### src/rtl/gf2_pkg.sv
// Shared definitions for the GF(2^N) tower-field normal-basis arithmetic blocks.
// GF(4) basis [W, W^2] (bit1 = W), GF(16) basis [Z^4, Z] over GF(4) (bits 3:2 = Z^4).
package gf2_pkg;

    typedef enum logic [2:0] {IDLE, SQ, MUL, FIN, DONE} state_e;

    // Norm of Z over GF(4): W^2, which keeps x^2 + x + NU irreducible.
    localparam logic [1:0] GF4_NU = 2'b01;

    function automatic int num_ops(int n);
        return 2 * n - 2;
    endfunction

    function automatic bit n_is_legal(int n);
        return (n == 2) || (n == 4);
    endfunction

    function automatic logic [3:0] gf_one(int n);
        return 4'((1 << n) - 1);
    endfunction

    function automatic logic [1:0] gf4_mul(logic [1:0] a, logic [1:0] b);
        logic e;
        e = (a[1] ^ a[0]) & (b[1] ^ b[0]);
        return {(a[1] & b[1]) ^ e, (a[0] & b[0]) ^ e};
    endfunction

endpackage

### src/rtl/gf2_mul.sv
// Combinational GF(2^N) multiplier, N = 2 or 4, normal basis at every tower level.
module gf2_mul
    import gf2_pkg::*;
#(
    parameter int N = 4
) (
    input  logic [N-1:0] i_a,
    input  logic [N-1:0] i_b,
    output logic [N-1:0] o_p
);

    if (N == 2) begin : g_gf4
        assign o_p = gf4_mul(i_a, i_b);
    end else begin : g_gf16
        logic [1:0] w_e;
        // Cross term shared by both halves, scaled by the norm of Z.
        assign w_e = gf4_mul(gf4_mul(i_a[3:2] ^ i_a[1:0], i_b[3:2] ^ i_b[1:0]), GF4_NU);
        assign o_p = {gf4_mul(i_a[3:2], i_b[3:2]) ^ w_e,
                      gf4_mul(i_a[1:0], i_b[1:0]) ^ w_e};
    end

endmodule

### src/rtl/gf2_div_iter.sv
// Sequential GF(2^N) divider: Q = A * B^(2^N-2) via square-and-multiply on one
// shared multiplier, with valid/ready handshakes on both sides.
module gf2_div_iter
    import gf2_pkg::*;
#(
    parameter int N = 4
) (
    input  logic         ClkxCI,
    input  logic         RstxBI,
    input  logic [N-1:0] AxDI,
    input  logic [N-1:0] BxDI,
    input  logic         InValidxSI,
    output logic         InReadyxSO,
    output logic [N-1:0] QxDO,
    output logic         DivZeroxSO,
    output logic         OutValidxSO,
    input  logic         OutReadyxSI
);

    if (!n_is_legal(N)) begin : g_bad_n
        $error("gf2_div_iter: N must be 2 or 4");
    end

    // Number of SQ->MUL rounds before the last square; equals N-2.
    localparam logic [1:0] CNT_INIT = 2'(num_ops(N) / 2 - 1);

    state_e       r_state;
    logic [N-1:0] r_r;
    logic [N-1:0] r_a;
    logic [N-1:0] r_bs;
    logic [1:0]   r_cnt;
    logic         r_dz;
    logic         r_vld;

    logic [N-1:0] w_op_x;
    logic [N-1:0] w_op_y;
    logic [N-1:0] w_prod;

    always_comb begin
        w_op_x = r_r;
        w_op_y = r_r;
        case (r_state)
            MUL:     w_op_y = r_bs;
            FIN:     w_op_x = r_a;
            default: ;
        endcase
    end

    gf2_mul #(.N(N)) u_mul (
        .i_a (w_op_x),
        .i_b (w_op_y),
        .o_p (w_prod)
    );

    always_ff @(posedge ClkxCI) begin
        if (!RstxBI) begin
            r_state <= IDLE;
            r_r     <= '0;
            r_a     <= '0;
            r_bs    <= '0;
            r_cnt   <= '0;
            r_dz    <= 1'b0;
            r_vld   <= 1'b0;
        end else begin
            case (r_state)
                IDLE: if (InValidxSI) begin
                    r_a     <= AxDI;
                    r_r     <= BxDI;
                    r_bs    <= BxDI;
                    r_dz    <= (BxDI == '0);
                    r_cnt   <= CNT_INIT;
                    r_state <= SQ;
                end
                SQ: begin
                    r_r     <= w_prod;
                    r_state <= (r_cnt != 2'd0) ? MUL : FIN;
                end
                MUL: begin
                    r_r     <= w_prod;
                    r_cnt   <= r_cnt - 2'd1;
                    r_state <= SQ;
                end
                FIN: begin
                    r_r     <= w_prod;
                    r_state <= DONE;
                end
                DONE: begin
                    // First DONE cycle registers the valid flag; result is then held.
                    if (!r_vld) begin
                        r_vld <= 1'b1;
                    end else if (OutReadyxSI) begin
                        r_vld   <= 1'b0;
                        r_state <= IDLE;
                    end
                end
                default: r_state <= IDLE;
            endcase
        end
    end

    assign InReadyxSO  = (r_state == IDLE);
    assign QxDO        = r_r;
    assign DivZeroxSO  = r_dz;
    assign OutValidxSO = r_vld;

endmodule

### config.mk
export PLATFORM = sky130hd
export DESIGN_NAME = gf2_div_iter
export DESIGN_NICKNAME = d
export VERILOG_FILES = /design/src/rtl/gf2_pkg.sv /design/src/rtl/gf2_mul.sv /design/src/rtl/gf2_div_iter.sv
export SDC_FILE = /design/constraint.sdc
export NUM_CORES = 1
export LEC_CHECK = 0
export BUFFER_PORTS_ARGS = -buffer_cell sky130_fd_sc_hd__buf_2
export CAP_MARGIN = 30
export CORE_UTILIZATION = 59
export CTS_BUF_LIST = sky130_fd_sc_hd__clkbuf_2
export DETAILED_ROUTE_END_ITERATION = 6
export GPL_ROUTABILITY_DRIVEN = 0
export PLACE_DENSITY_LB_ADDON = 0.08
export SYNTH_ARGS = -nofsm -noshare
export SYNTH_HDL_FRONTEND = slang
export SYNTH_SLANG_ARGS = --single-unit
### constraint.sdc
create_clock -name ClkxCI -period 2.35 [get_ports ClkxCI]
set_input_delay 0.47 -clock ClkxCI [delete_from_list [all_inputs] [get_ports ClkxCI]]
set_output_delay 0.47 -clock ClkxCI [all_outputs]
set_load 0.01 [all_outputs]
==> reports/metrics.csv, run 1 <==
stage,metric,value,unit
clocking,post-CTS setup buffer count,0,
drt,DRT Pass-1 Iters,4,
drt,Routed WL,2.74,mm
setup_path,critical path peak fanout,12,
clocking,# hold bufs at CTS,0,
cells_and_area,area of the multi-input gates,846,um^2
drt,Final ANT Viol Nets,0,
power_and_ir_drop,switching share of total power,0.380,
setup_path,Crit path required time,2580,ps
grt,global-route wire length before repair,4.81,mm
power_and_ir_drop,total power,0.000919,W
clocking,clock sinks,19,
power_and_ir_drop,P_sw,0.000349,W
logic_synthesis,"top cells by count, synth","nand2_1 (25), dfxtp_1 (19), mux2i_1 (10), xor2_1 (10), a21boi_1 (9)",
die,Die Y,49.0,um
logic_synthesis,Yosys top cell area share,0.292,
clocking,CTS root buf,clkbuf_2,
sta,Slew HR,0.670,
power_and_ir_drop,worst-case vdd ir drop,0.000468,V
logic_synthesis,"count leader, synth",nand2_1,
logic_synthesis,Mean Syn Cell Area,8.97,um^2
power_and_ir_drop,Reg power frac,0.441,
sta,Max Slew Vio Count,0,
clocking,deepest clock path buffer count,2,
die,starting density of the core,0.644,
drt,post-DR vias/cell,5.90,
power_and_ir_drop,pwr dens,656,nW/um^2
die,Ports,19,
sta,RSZ-0062 raised after global routing,no,
logic_synthesis,syn_nets,158,
sta,Max Clock Skew,9.71,ps
logic_synthesis,post-synth top area cell,dfxtp_1,
sta,endpoints failing setup,0,
sta,crit path time final,2010,ps
logic_synthesis,cell count after synthesis,145,
cells_and_area,post-route cell area,1400,um^2
setup_path,Startpoint Class,flip-flop,
logic_synthesis,async set-reset flop share out of synthesis,0,
drt,Vias,1110,
drt,WL/cell,14.6,um
grt,gr usage total,0.259,
sta,fmax,0.497,GHz
cells_and_area,Layout area overhead,7.60,%
placement,post-detail-place hpwl,2.11,mm
placement,PortBufs,18,
logic_synthesis,Cell variety after synth,48,
grt,vias in the first global route,1049,
cells_and_area,n_diodes,0,
clocking,CTS tree,yes,
clocking,CTS Buf Count,3,
logic_synthesis,Area contributors post-synth,"dfxtp_1 (29%), mux2i_1 (7.7%), nand2_1 (7.2%)",
setup_path,arrival time at the worst endpoint,2240,ps
logic_synthesis,cell area after synthesis,1300,um^2
logic_synthesis,Yosys warning count,0,
hold_path,worst hold path class,input pin to flip-flop,
die,die footprint,2400,um^2
drt,initial DRC count,26,
grt,largest net degree at the start of global routing,20,
sta,"Worst Setup Slack, final",336,ps
logic_synthesis,"EDFF count, synth",0,
logic_synthesis,Post-synth top flop,dfxtp_1,
clocking,worst skew pair latency,310,ps
run,# Max-Cap Violations,0,
outcome,status,completed,
setup_path,CP endpoint kind,flip-flop,
placement,placed instance area,1380,um^2
sta,Final period util,0.857,
cells_and_area,Storage cell area,380,um^2
logic_synthesis,Synth Register Bits,19,
clocking,Worst-path clk slew,180,ps
cells_and_area,FILL cells,174,
sta,Worst Max-Slew Pin Slew,490,ps
cells_and_area,layout cell share with drive strength beyond 1,0.248,
logic_synthesis,register area share after synthesis,0.292,
power_and_ir_drop,Clock Power Share,0.157,
grt,GRT overflow,0,
power_and_ir_drop,Comb pwr share,0.402,
die,Core ar.,2020,um^2
die,die width,49.0,um
sta,TNS Setup,0,ps
clocking,H-tree levels,1,
setup_path,crit path kind,flip-flop to flip-flop,
placement,worst slack at placement,325,ps
power_and_ir_drop,leakage power,0.632,nW
drt,drt drc,0,
clocking,post-CTS sizing,0,
die,FP Rows,16,
sta,Hold Fails Final Rpt,0,
cells_and_area,Nets,175,
power_and_ir_drop,Int Power,0.000570,W
grt,initial antenna violation count,0,
## kinds of logic (layout without fill, tap and decap cells)
kind of cell,count (synthesis),in the layout,share of synthesized area
AO/OA/AOI/OAI,39,39,0.219
XOR/XNOR,11,11,0.0740
adder cells (fa/ha/maj),1,1,0.00961
buffers and inverters,12,28,0.0577
flip-flops,19,19,0.292
multiplexers,17,17,0.149
AND/OR/NAND/NOR,46,46,0.198
## layout make-up
type / instances / share of cell area
repair buffers: 20 / 0.0751
well taps: 27 / 0.0241
flip-flops and latches: 19 / 0.272
clock buffers: 4 / 0.0143
inverters: 4 / 0.0107
multi-input cells: 114 / 0.604
## path summary, 6_finish.rpt
path / depth (start not counted) / endpoint / slack, ps / startpoint
max: 7 / QxDO[2]$_SDFFE_PN0P_ / 340 / r_state[0]$_SDFFE_PN0P_
min reg2reg: 2 / DivZeroxSO$_SDFFE_PN0P_ / 460 / DivZeroxSO$_SDFFE_PN0P_
max reg2reg: 7 / QxDO[2]$_SDFFE_PN0P_ / 340 / r_state[0]$_SDFFE_PN0P_
min: 3 / r_a[2]$_SDFFE_PN0P_ / 380 / AxDI[2]
## sequential cells by signal, indices dropped and copies added, names as in the netlist
name         cells
DivZeroxSO       1
r_cnt            2
r_a              4
OutValidxSO      1
r_bs             4
r_state          3
QxDO             4
## placed cells by master, fill, tap and decap left out, drive strengths merged, types with 4 or more instances in the layout
| cell | instances |
|---|---|
| a21boi | 11 |
| a21oi | 5 |
| buf | 20 |
| clkbuf | 4 |
| dfxtp | 19 |
| inv | 4 |
| mux2 | 6 |
| mux2i | 11 |
| nand2 | 25 |
| nor2 | 4 |
| o21ai | 5 |
| xor2 | 10 |
## worst max-delay path, cell delays in order (launching register included)
cell	delay, ps
dfxtp_1	450
nor3b_4	250
buf_4	240
mux2i_4	310
mux2i_1	120
a211oi_2	320
xor2_1	180
o21ai_1	70
## per-layer routing
| layer | vias up | global-route usage | share of wire |
|---|---|---|---|
| li1 | 552 | - | - |
| met1 | 527 | 0.357 | 0.49 |
| met2 | 26 | 0.426 | 0.46 |
| met3 | 5 | 0.0280 | 0.036 |
| met4 | 0 | 0.0735 | 0.012 |
| met5 | - | 0 | 0 |
## per-stage QoR
| step | cells | utilization | hold WS, ps |
|---|---|---|---|
| 6_report | 188 | 0.692 | 377 |
| 5_1_grt | 188 | 0.692 | 374 |
| 4_1_cts | 188 | 0.692 | 377 |
| 3_5_place_dp | 184 | 0.683 | 440 |
| 3_3_place_gp | 184 | 0.683 | 434 |
| 2_1_floorplan | 145 | - | 456 |
## power by group through the flow
| stage | clock network [W] | logic [W] | registers [W] |
|---|---|---|---|
| 2_1_floorplan | 0 | 0.000306 | 0.000398 |
| 3_3_place_gp | 0 | 0.000358 | 0.000410 |
| 3_5_place_dp | 0 | 0.000368 | 0.000412 |
| 4_1_cts | 0.000147 | 0.000370 | 0.000404 |
| 5_1_grt | 0.000160 | 0.000410 | 0.000411 |
| 6_report | 0.000145 | 0.000370 | 0.000405 |
Power figures use the tool's default switching activity.
==> run 2, diff against run 1 <==
--- a/config.mk
+++ b/config.mk
@@ -8,7 +8,7 @@
 export BUFFER_PORTS_ARGS = -buffer_cell sky130_fd_sc_hd__buf_2
 export CAP_MARGIN = 30
 export CORE_UTILIZATION = 59
-export CTS_BUF_LIST = sky130_fd_sc_hd__clkbuf_2
+export CTS_BUF_LIST = sky130_fd_sc_hd__clkbuf_4
 export DETAILED_ROUTE_END_ITERATION = 6
 export GPL_ROUTABILITY_DRIVEN = 0
 export PLACE_DENSITY_LB_ADDON = 0.08
==> run 2 against run 1 <==
Compared with the run above:
- cell count unchanged
- cell area up 0.71%
- maximum frequency barely moved
- clock skew down 1.4 ps
- clock power grew 23%
- global-route usage down 0.33 points
- critical path type unchanged
- hold slack gained 31 ps
- routed wire length up 0.47%
- sequential power barely moved
==> reports/metrics.csv, run 2 (synthesized netlist as in run 1, its figures left out) <==
stage,metric,value,unit
setup_path,"Buf+Inv Stages, Crit Path",1,
clocking,# hold bufs at CTS,0,
power_and_ir_drop,pwr dens,676,nW/um^2
power_and_ir_drop,switching share of total power,0.368,
drt,Vias,1091,
die,FP Rows,16,
cells_and_area,Layout area overhead,8.37,%
cells_and_area,FILL cells,178,
drt,initial DRC count,27,
setup_path,kind of cell adding the most delay to the critical path,flip-flops,
cells_and_area,"commonest non-fill, non-tap cell in the layout",nand2_1,
setup_path,Crit path required time,2550,ps
die,die footprint,2400,um^2
setup_path,"Largest stage delay, worst path",430,ps
sta,Slew HR,0.684,
die,starting density of the core,0.644,
setup_path,arrival time at the worst endpoint,2210,ps
die,Ports,19,
run,# Max-Cap Violations,0,
placement,post-detail-place hpwl,2.11,mm
cells_and_area,Finished Core Util,0.697,
clocking,CTS Buf Count,3,
power_and_ir_drop,Clock Power Share,0.187,
power_and_ir_drop,Reg power frac,0.425,
sta,Max Clock Skew,8.35,ps
setup_path,CP cell instances,"nor3b_4, buf_4, mux2i_4, mux2i_1, a211oi_2, xor2_1, o21ai_1",
sta,fmax,0.497,GHz
placement,PortBufs,18,
die,die width,49.0,um
drt,Final ANT Viol Nets,0,
drt,drt drc,0,
sta,crit path time final,2010,ps
grt,gr usage total,0.256,
cells_and_area,most frequent cells in the layout,"nand2_1 (25), dfxtp_1 (19), buf_2 (18)",
power_and_ir_drop,Int Power,0.000602,W
sta,Worst Max-Slew Pin Slew,468,ps
die,Core ar.,2020,um^2
setup_path,critical path peak fanout,12,
drt,Routed WL,2.75,mm
sta,Hold Fails Final Rpt,0,
power_and_ir_drop,worst-case vdd ir drop,0.000411,V
power_and_ir_drop,P_sw,0.000350,W
sta,endpoints failing setup,0,
drt,post-DR vias/cell,5.80,
setup_path,crit path kind,flip-flop to flip-flop,
drt,WL/cell,14.6,um
hold_path,worst hold path class,input pin to flip-flop,
clocking,deepest clock path buffer count,2,
grt,global-route wire length before repair,4.78,mm
clocking,post-CTS setup buffer count,0,
sta,Max Slew Vio Count,0,
clocking,post-CTS sizing,0,
clocking,Worst-path clk slew,110,ps
setup_path,Startpoint Class,flip-flop,
cells_and_area,n_diodes,0,
cells_and_area,area of the multi-input gates,846,um^2
cells_and_area,post-route cell area,1410,um^2
setup_path,CP endpoint kind,flip-flop,
grt,largest net degree at the start of global routing,20,
sta,RSZ-0062 raised after global routing,no,
grt,initial antenna violation count,0,
clocking,CTS tree,yes,
cells_and_area,Nets,175,
grt,GRT overflow,0,
drt,DRT Pass-1 Iters,6,
cells_and_area,Storage cell area,380,um^2
sta,TNS Setup,0,ps
clocking,CTS root buf,clkbuf_4,
clocking,H-tree levels,1,
clocking,worst skew pair latency,290,ps
placement,placed instance area,1380,um^2
sta,Final period util,0.856,
die,Die Y,49.0,um
power_and_ir_drop,Comb pwr share,0.387,
outcome,status,completed,
setup_path,Slowest cell on crit path,dfxtp_1,
power_and_ir_drop,leakage power,0.634,nW
clocking,clock sinks,19,
cells_and_area,layout cell share with drive strength beyond 1,0.248,
grt,vias in the first global route,1025,
-- run 2: cell counts in the layout (fill, tap and decap cells not counted) --
Identical to the previous run, type by type.
-- run 2: tightest hold or removal path, delay by kind of cell --
| family | cells | cell delay, ps |
|---|---|---|
| buffers and inverters | 1 | 90 |
| AOI/OAI and AO/OA | 1 | 50 |
| and+or+nand+nor | 1 | 50 |
-- run 2: final timing paths --
check	from	to	slack [ps]	cells after the start
setup / recovery	r_state[0]$_SDFFE_PN0P_	QxDO[2]$_SDFFE_PN0P_	340	7
hold / removal	AxDI[2]	r_a[2]$_SDFFE_PN0P_	410	3
setup reg to reg	r_state[0]$_SDFFE_PN0P_	QxDO[2]$_SDFFE_PN0P_	340	7
hold reg to reg	DivZeroxSO$_SDFFE_PN0P_	DivZeroxSO$_SDFFE_PN0P_	460	2
-- run 2: cell type report --
type | count | share of cell area
clock buffer | 4 | 0.0213
timing repair buffer | 20 | 0.0745
tap | 27 | 0.0240
inverter | 4 | 0.0106
sequential | 19 | 0.270
multi-input combinational | 114 | 0.600
-- run 2: metrics by stage --
step / setup WS [ps] / power [W] / hold WS [ps] / instances
2_1_floorplan: 353 / 0.000705 / 456 / 145
3_3_place_gp: 414 / 0.000768 / 434 / 184
3_5_place_dp: 325 / 0.000780 / 440 / 184
4_1_cts: 317 / 0.000953 / 412 / 188
5_1_grt: 187 / 0.00102 / 411 / 188
6_report: 337 / 0.000953 / 408 / 188
-- run 2: power by group through the flow --
stage	Sequential (W)	Clock [W]	Combinational (W)
after floorplan	0.000398	0	0.000306
after global placement	0.000410	0	0.000358
after detailed placement	0.000412	0	0.000368
after CTS	0.000404	0.000180	0.000369
after global routing	0.000411	0.000197	0.000409
final	0.000405	0.000178	0.000369
-- run 2: metal layers --
metal  global-route usage  routed length (um)
met2                0.412                1290
met5                    0                   0
met4               0.0294                   0
met3               0.0374                 136
met1                0.371                1330
